`src/rtl/pipe_shifter_pkg.sv`:
```
// Shared opcode encoding and the mapping from mux level to pipeline stage
// for the pipelined barrel shifter.
package shifter_pkg;

  typedef enum logic [1:0] {
    OP_SLL = 2'b00,
    OP_ROR = 2'b01,
    OP_SRL = 2'b10,
    OP_SRA = 2'b11
  } shift_op_e;

  function automatic int stage_of(input int level, input int stages, input int levels);
    return (level * stages) / levels;
  endfunction

  // Highest mux level that lands in the given stage; its output feeds that stage's register.
  function automatic int last_level(input int stage, input int stages, input int levels);
    int last;
    last = 0;
    for (int k = 0; k < levels; k++) begin
      if (stage_of(k, stages, levels) == stage) begin
        last = k;
      end else begin
        last = last;
      end
    end
    return last;
  endfunction

endpackage

```
`src/rtl/shift_level.sv`:
```
// One combinational level of the barrel shifter: conditionally shifts or
// rotates by 2**LEVEL, filling with zero or the carried sign bit.
module shift_level
  import shifter_pkg::*;
#(
  parameter int DATA_WIDTH = 32,
  parameter int LEVEL      = 0
) (
  input  logic [DATA_WIDTH-1:0] data_i,
  input  logic                  en_i,
  input  logic [1:0]            op_i,
  input  logic                  sign_i,
  output logic [DATA_WIDTH-1:0] data_o
);

  localparam int SH = 1 << LEVEL;

  // Single shift/rotate step selected by the opcode
  always_comb begin
    data_o = data_i;
    if (en_i) begin
      case (shift_op_e'(op_i))
        OP_SLL:  data_o = {data_i[DATA_WIDTH-SH-1:0], {SH{1'b0}}};
        OP_ROR:  data_o = {data_i[SH-1:0], data_i[DATA_WIDTH-1:SH]};
        OP_SRL:  data_o = {{SH{1'b0}}, data_i[DATA_WIDTH-1:SH]};
        OP_SRA:  data_o = {{SH{sign_i}}, data_i[DATA_WIDTH-1:SH]};
        default: data_o = data_i;
      endcase
    end else begin
      data_o = data_i;
    end
  end

endmodule

```
`src/rtl/pipe_shifter.sv`:
```
// Pipelined shifter/rotator with valid/ready handshakes on both sides,
// a sideband tag, synchronous flush and log2(DATA_WIDTH) mux levels spread over STAGES registers.
module pipe_shifter
  import shifter_pkg::*;
#(
  parameter int DATA_WIDTH = 32,
  parameter int STAGES     = 2,
  parameter int TAG_WIDTH  = 4
) (
  input  logic                          clk,
  input  logic                          rst_n,
  input  logic                          in_valid,
  output logic                          in_ready,
  input  logic [DATA_WIDTH-1:0]         in_a,
  input  logic [$clog2(DATA_WIDTH)-1:0] in_b,
  input  logic [1:0]                    in_op,
  input  logic [TAG_WIDTH-1:0]          in_tag,
  input  logic                          flush,
  output logic                          out_valid,
  input  logic                          out_ready,
  output logic [DATA_WIDTH-1:0]         out_result,
  output logic [TAG_WIDTH-1:0]          out_tag
);

  localparam int LEVELS = $clog2(DATA_WIDTH);

  logic [STAGES-1:0]     valid_q, valid_d;
  logic [DATA_WIDTH-1:0] data_q [STAGES];
  logic [DATA_WIDTH-1:0] data_d [STAGES];
  logic [LEVELS-1:0]     amt_q  [STAGES];
  logic [LEVELS-1:0]     amt_d  [STAGES];
  logic [1:0]            op_q   [STAGES];
  logic [1:0]            op_d   [STAGES];
  logic                  sign_q [STAGES];
  logic                  sign_d [STAGES];
  logic [TAG_WIDTH-1:0]  tag_q  [STAGES];
  logic [TAG_WIDTH-1:0]  tag_d  [STAGES];
  logic                  ready_q;

  logic [STAGES-1:0]     adv_s;
  logic [STAGES-1:0]     src_valid;
  logic [DATA_WIDTH-1:0] src_data [STAGES];
  logic [LEVELS-1:0]     src_amt  [STAGES];
  logic [1:0]            src_op   [STAGES];
  logic                  src_sign [STAGES];
  logic [TAG_WIDTH-1:0]  src_tag  [STAGES];
  logic [DATA_WIDTH-1:0] stg_res  [STAGES];
  logic                  accept_s;
  logic                  unused_s;

  // A stage moves when it or any later stage is empty, or the consumer takes the result.
  for (genvar s = 0; s < STAGES; s++) begin : g_stage
    assign adv_s[s] = out_ready || !(&valid_q[STAGES-1:s]);
    if (s == 0) begin : g_head
      assign src_valid[0] = accept_s;
      assign src_data[0]  = in_a;
      assign src_amt[0]   = in_b;
      assign src_op[0]    = in_op;
      assign src_sign[0]  = in_a[DATA_WIDTH-1];
      assign src_tag[0]   = in_tag;
    end else begin : g_body
      assign src_valid[s] = valid_q[s-1];
      assign src_data[s]  = data_q[s-1];
      assign src_amt[s]   = amt_q[s-1];
      assign src_op[s]    = op_q[s-1];
      assign src_sign[s]  = sign_q[s-1];
      assign src_tag[s]   = tag_q[s-1];
    end
  end

  for (genvar k = 0; k < LEVELS; k++) begin : g_lvl
    localparam int STG = stage_of(k, STAGES, LEVELS);
    logic [DATA_WIDTH-1:0] l_in;
    logic [DATA_WIDTH-1:0] l_out;
    if (k == 0) begin : g_first
      assign l_in = src_data[STG];
    end else if (stage_of(k - 1, STAGES, LEVELS) != STG) begin : g_cross
      assign l_in = src_data[STG];
    end else begin : g_chain
      assign l_in = g_lvl[k-1].l_out;
    end
    shift_level #(
      .DATA_WIDTH(DATA_WIDTH),
      .LEVEL     (k)
    ) u_level (
      .data_i(l_in),
      .en_i  (src_amt[STG][k]),
      .op_i  (src_op[STG]),
      .sign_i(src_sign[STG]),
      .data_o(l_out)
    );
  end

  for (genvar s = 0; s < STAGES; s++) begin : g_res
    assign stg_res[s] = g_lvl[last_level(s, STAGES, LEVELS)].l_out;
  end

  // ready_q keeps in_ready low throughout reset and for the first cycle after release.
  assign in_ready   = ready_q && !flush && (!valid_q[0] || adv_s[0]);
  assign accept_s   = in_valid && in_ready;
  assign out_valid  = valid_q[STAGES-1];
  assign out_result = data_q[STAGES-1];
  assign out_tag    = tag_q[STAGES-1];

  // Next state of every pipeline register: load when advancing, otherwise hold
  always_comb begin
    valid_d = valid_q;
    for (int s = 0; s < STAGES; s++) begin
      data_d[s] = data_q[s];
      amt_d[s]  = amt_q[s];
      op_d[s]   = op_q[s];
      sign_d[s] = sign_q[s];
      tag_d[s]  = tag_q[s];
      if (adv_s[s]) begin
        valid_d[s] = src_valid[s];
        data_d[s]  = stg_res[s];
        amt_d[s]   = src_amt[s];
        op_d[s]    = src_op[s];
        sign_d[s]  = src_sign[s];
        tag_d[s]   = src_tag[s];
      end else begin
        valid_d[s] = valid_q[s];
      end
      if (flush) begin
        valid_d[s] = 1'b0;
      end else begin
        valid_d[s] = valid_d[s];
      end
    end
  end

  // Sideband of the final stage has no further consumer
  always_comb begin
    unused_s = 1'b0;
    for (int s = 0; s < STAGES; s++) begin
      unused_s = unused_s ^ (^{amt_q[s], op_q[s], sign_q[s]});
    end
  end

  // Pipeline stage registers
  always_ff @(posedge clk or negedge rst_n) begin
    if (!rst_n) begin
      valid_q <= '0;
      for (int s = 0; s < STAGES; s++) begin
        data_q[s] <= '0;
        amt_q[s]  <= '0;
        op_q[s]   <= 2'b00;
        sign_q[s] <= 1'b0;
        tag_q[s]  <= '0;
      end
    end else begin
      valid_q <= valid_d;
      for (int s = 0; s < STAGES; s++) begin
        data_q[s] <= data_d[s];
        amt_q[s]  <= amt_d[s];
        op_q[s]   <= op_d[s];
        sign_q[s] <= sign_d[s];
        tag_q[s]  <= tag_d[s];
      end
    end
  end

  // Input-side enable, set on the first clock edge after reset release
  always_ff @(posedge clk or negedge rst_n) begin
    if (!rst_n) begin
      ready_q <= 1'b0;
    end else begin
      ready_q <= 1'b1;
    end
  end

endmodule

```
`config.mk`:
```
export PLATFORM = sky130hd
export DESIGN_NAME = pipe_shifter
export DESIGN_NICKNAME = d
export VERILOG_FILES = /design/src/rtl/pipe_shifter_pkg.sv /design/src/rtl/shift_level.sv /design/src/rtl/pipe_shifter.sv
export SDC_FILE = /design/constraint.sdc
export NUM_CORES = 1
export LEC_CHECK = 0
export BUFFER_PORTS_ARGS = -buffer_cell sky130_fd_sc_hd__buf_4
export CAP_MARGIN = 20
export CORE_ASPECT_RATIO = 0.5
export CORE_MARGIN = 3
export CORE_UTILIZATION = 50
export DETAILED_ROUTE_END_ITERATION = 10
export GPL_TIMING_DRIVEN = 0
export PLACE_DENSITY = 0.7
export SYNTH_ARGS = -nofsm -noshare
export SYNTH_HDL_FRONTEND = slang
export SYNTH_SLANG_ARGS = --single-unit
export TNS_END_PERCENT = 20
```
`constraint.sdc`:
```
create_clock -name clk -period 2.4 [get_ports clk]
set_clock_uncertainty 0.2 [all_clocks]
set_input_delay 0.24 -clock clk [delete_from_list [all_inputs] [get_ports clk]]
set_output_delay 0.24 -clock clk [all_outputs]
set_load 0.005 [all_outputs]
```
* Word-level counts from Yosys, hierarchy flattened
Index checks and enable logic that the tools add are counted.
** Cells by class
- Equality and inequality tests :: 6
- Mux-type cells :: 14
- Reductions and logical operators :: 15
** Operator list (count)
- 32-bit case mux with 4 select lines :: 5
- 32-bit two-way mux :: 5
- 2-bit equality test, second input constant :: 4
- 2-bit by 1-bit equality test with 1-bit output, second input constant :: 2
- 1-bit zero test :: 4
- 2-bit zero test :: 2
- 1-bit two-way mux :: 4
- 2-bit nonzero test :: 2
- 1-bit logical AND :: 3
- 1-bit logical OR :: 3
- 2-bit AND reduction :: 1
** Storage, ports and cells
- Register bits :: 83
- Output and inout port bits :: 38

* Longest topological paths before layout
- Depth after elaboration :: 8
- Depth in mapped cells :: 8

* Cells and area by module
From an unflattened synthesis, not the netlist that was laid out.
** Second synthesis, totals
- Cell total of the unflattened synthesis :: 820
- Area total of the unflattened synthesis :: 7030.5 um2
** Modules (own cells, without submodules)
- pipe_shifter :: times used 1, cells an instance 173, area an instance 3150.5 um2, seq. area each 2001.9 um2
- shift_level (g_lvl[2].u_level) :: times used 1, cells an instance 144, area an instance 888.4 um2, seq. area each 0.0 um2
- shift_level (g_lvl[3].u_level) :: times used 1, cells an instance 139, area an instance 880.8 um2, seq. area each 0.0 um2
- shift_level (g_lvl[1].u_level) :: times used 1, cells an instance 147, area an instance 859.6 um2, seq. area each 0.0 um2
- shift_level (g_lvl[0].u_level) :: times used 1, cells an instance 109, area an instance 693.2 um2, seq. area each 0.0 um2
- shift_level (g_lvl[4].u_level) :: times used 1, cells an instance 108, area an instance 558.0 um2, seq. area each 0.0 um2

* Worst setup path after synthesis
No wires, ideal clock.
- Kind :: register to register
- From :: register op_q[2] (netlist bit)
- To :: register data_q, in the netlist out_result[0]
- Library setup time :: 137 ps
- Data arrival time :: 1600 ps
- Data required time :: 2063 ps
- Path slack :: 463 ps
- Cell stages (with the launch flop) :: 9
- Clock period less this slack :: 1937 ps
- Path through :: dfrtp_1 -> buf_2 -> or2_2 -> buf_2 -> and2_1 -> clkbuf_1 -> a21oi_1 -> a2bb2oi_1 -> a21oi_1
** On the way
- Word-level cells in the longest chain between the ends :: 5
- Elaborated cells between the ends (all ways) :: 8
** Ends and longest elaborated chain
- from (decl) :: line pipe_shifter.sv:32 : logic [1:0] op_q [STAGES];
- from (signal, indexed assignment) :: line pipe_shifter.sv:156 : op_q[s] <= op_d[s];
- 2-bit equality test (tied with other cells) :: line shift_level.sv:22 : case (shift_op_e'(op_i))
- 32-bit case mux with 4 select lines :: line shift_level.sv:22
- 32-bit two-way mux :: line shift_level.sv:21 : if (en_i) begin
- 32-bit case mux with 4 select lines :: line shift_level.sv:22
- 32-bit two-way mux * :: line shift_level.sv:21
- to (signal, indexed assignment) :: line pipe_shifter.sv:154 : data_q[s] <= data_d[s];
- to (decl) :: line pipe_shifter.sv:28 : logic [DATA_WIDTH-1:0] data_q [STAGES];
Every way passes the cells marked *; elsewhere a longest branch is shown, timed or not.
A chain may end at the register's enable or synchronous reset.

* Final worst setup path
- From :: input port in_b[1]
- To :: register data_q, in the netlist g_lvl[3].l_in[24]
** On the way
- Word-level cells in the longest chain between the ends :: 3
** Ends and longest elaborated chain
- from (decl) :: line pipe_shifter.sv:15 : input logic [$clog2(DATA_WIDTH)-1:0] in_b,
- 32-bit two-way mux * :: line shift_level.sv:21
- 32-bit case mux with 4 select lines :: line shift_level.sv:22
- 32-bit two-way mux * :: line shift_level.sv:21
Marked as above.

==> results.cfg <==
[place]
dpl.hpwl_mm = 23.4
gp_routability_congestion = 1.13
placed_area_um2 = 7940
numPortBuffers = 83
pre_cts_ws_ns = -0.221

[synth]
netlist_instances = 940
synth_ff_type = dfrtp_1
synth_edf_count = 0
synth_simple_gate_area_share_pct = 25.1
syn-num-nets = 988
yosysSeqAreaShare_pct = 28.3
yosys.area.top_type_share_pct = 28.3
synth-seq-cells = 80
synth_fa_ha_area_share_pct = 0.141
synth.area.mux_share_pct = 9.18
ys_async_sr_fraction_pct = 100
synth_xor_area_share_pct = 0
syn-cell-area_um2 = 7070
synth_compound_area_share_pct = 31.2
yosys.area.top_type = dfrtp_1
yosys-top-cells-area = dfrtp_1, nand2_1, nor2_1
synth.yosys.warnings = 0
ys_types = 73
synth_area_per_cell_um2 = 7.53
synth_top_family_by_area = compound AO/OA/AOI/OAI gates

[route]
vias_per_cell = 6.95
wl_per_cell_um = 25.4
drc = 0
firstDrtPassIters = 8
num_vias = 8612
drtIter0Drc = 1598
ant_nets = 0
finalWirelength_mm = 31.4

[floorplan]
dieArea_um2 = 15700
core_um2 = 13700
start_util_pct = 51.6
die_w_um = 174
io_pins = 86
num_rows = 30
die_h_um = 90.1

[timing]
max_freq_mhz = 391
fin_crit_ns = 2.56
fin_ws_ns = -0.158
report.final.slew_viol_count = 0
setup_violations = 2
tightest_slew_ns = 0.984
rsz0062_at_grt = true
hold_viol = 0
fin_crit_sh_pct = 107
slew_headroom_pct = 34.4

[final_layout]
final_layout_size_suffix_gt1_share_pct = 18.3
area_growth_pct = 17.9
nets = 1091
design_area_um2 = 8340
diodes = 0
fin_util_pct = 60.9

[pwr]
powerDensity_nw_per_um2 = 547
irDropWorstVdd_v = 0.000351
p_leak_nw = 3.46
p_total_mw = 4.56

[setup_path]
worstPathMaxFanout = 10
arrival_ns = 2.64
reg2reg_slack_ns = 0.12
path_cells = buf_4, buf_2, clkbuf_1, clkbuf_1, a31oi_1, o221ai_1, o21a_1
crit_slowest_cell = clkbuf_1
r2r_start = op_q[2]
r2r_end = out_result[3]
cp-end-kind = flip-flop
worstSetupStartpoint = in_b[1]
startpoint_type = primary input
criticalPathCategory = primary input to flip-flop
reg2reg_depth = 8
required_ns = 2.48
crit_path_end = g_lvl[3].l_in[24]
cpPeakStageDelay_ns = 0.60
cp_common_cell = clkbuf_1

[clock_network]
clockBufferDepth = 2
clk_latency_ns = 0.34
cts_root_buf = clkbuf_16
clk_pin_slew_ns = 0.06
numClockSinks = 80
numCtsBuffers = 9
cts_setup_buffers = 0
cts_max_level = 3
cts_tree = built

[global_route]
grt_util_all_layers_pct = 39.1
grt_overflow = 0
antenna_found_initial = 1
grt_pass1_vias = 8137
grt_max_degree = 81
grt_pass1_wl_mm = 48.1

[job]
maxCapViolCount = 0

[status]
violations = negative setup slack
status = finished, violations left

[hold_path]
min_path_type = primary input to flip-flop
report_power, final:
group          internal [mW]  switching [mW]  leakage, nW
combinational          0.606           0.907         2.35
clock                  0.800           0.534        0.138
sequential              1.51           0.197        0.965
layer usage:
metal	global-route usage, %	vias to the layer above	routed length, um	share of wire [%]
met2	54.2	827	12300	39
met3	16.5	160	5350	17
met1	53.7	3934	12400	39
met4	15.2	2	1420	4.5
li1	-	3689	-	-
met5	0	-	13	0.041
through the flow:
step | TNS (ns) | hold slack (ns) | instances
finish | -0.163 | 0.204 | 1240
global route | -0.0446 | 0.199 | 1240
CTS | 0 | 0.185 | 1241
detailed placement | -0.821 | 0.211 | 1215
global placement | -1.12 | 0.210 | 1215
floorplan | 0 | -0.256 | 940
Yosys cell counts, types with 16 or more instances:
| library cell | number |
|---|---|
| nand3_1 | 36 |
| mux2i_1 | 30 |
| nand2b_1 | 19 |
| clkbuf_1 | 39 |
| nor2_1 | 93 |
| nand2_1 | 168 |
| o21ai_0 | 66 |
| a31oi_1 | 51 |
| a211oi_1 | 22 |
| buf_2 | 38 |
| o21a_1 | 16 |
| a21oi_1 | 55 |
| dfrtp_1 | 80 |
layout make-up:
type                       count  area, um2
inverter                       7       30.0
timing repair buffer          93        723
clock buffer                  10        229
multi-input combinational    762       4650
sequential                    80       2000
clock inverter                 6       60.1
fill                        1315       5360
tap                          192        240
buffer                        90        404
flip-flops by register name, indices dropped and copies added (netlist names):
| name | cells |
|---|---|
| amt_q | 2 |
| g_lvl.l_in | 32 |
| op_q | 2 |
| out_result | 32 |
| out_tag | 4 |
| ready_q | 1 |
| sign_q | 1 |
| src_tag | 4 |
| valid_q | 2 |
cells in the final DEF, fill, tap and decap left out, drive strengths merged, types with 9 or more instances in the layout:
cell type    instances
o21a                16
o21ai               68
nand2b              19
mux4                14
a21oi               55
and3                 9
nand3               36
dlygate4sd3         10
dfrtp               80
nor2b               13
clkbuf              51
and2                11
or3b                15
mux2i               30
o22ai               12
o211ai              14
a31oi               53
buf                132
a311oi              14
a2bb2oi             10
nand2              168
a211oi              22
nor2                93
o221ai               9
worst max-delay path: cells and delay by family:
family                 cells  cell delay [ns]
buffers and inverters      4             1.50
AO/OA/AOI/OAI              3             0.89
worst min path at each step:
stage | start | end | slack (ns) | depth (start not counted)
5_1_grt | in_a[29] | g_lvl[3].l_in[31] | 0.20 | 4
4_1_cts | in_a[29] | g_lvl[3].l_in[31] | 0.18 | 4
6_report | in_a[29] | g_lvl[3].l_in[31] | 0.20 | 4
3_5_place_dp | flush | valid_q[0] | 0.21 | 2
2_1_floorplan | rst_n | amt_q[8] | -0.26 | 0
3_3_place_gp | flush | valid_q[0] | 0.21 | 2
logic make-up (layout without fill, tap and decap cells):
| logic type | after synthesis | after routing |
|---|---|---|
| simple gates | 387 | 387 |
| mux | 47 | 47 |
| fa+ha+maj | 1 | 1 |
| buf+inv | 98 | 206 |
| other cells | 1 | 1 |
| flops | 80 | 80 |
| compound gates | 326 | 326 |
repair_timing:
action / 4_1_cts / 5_1_grt
gates resized for setup: 3 / 7
endpoints found under the hold margin: 89 / 0
hold buffers: 10 / 0
endpoints found under the setup margin: 1 / 14
Note: power is estimated with default switching activity, not from simulation.
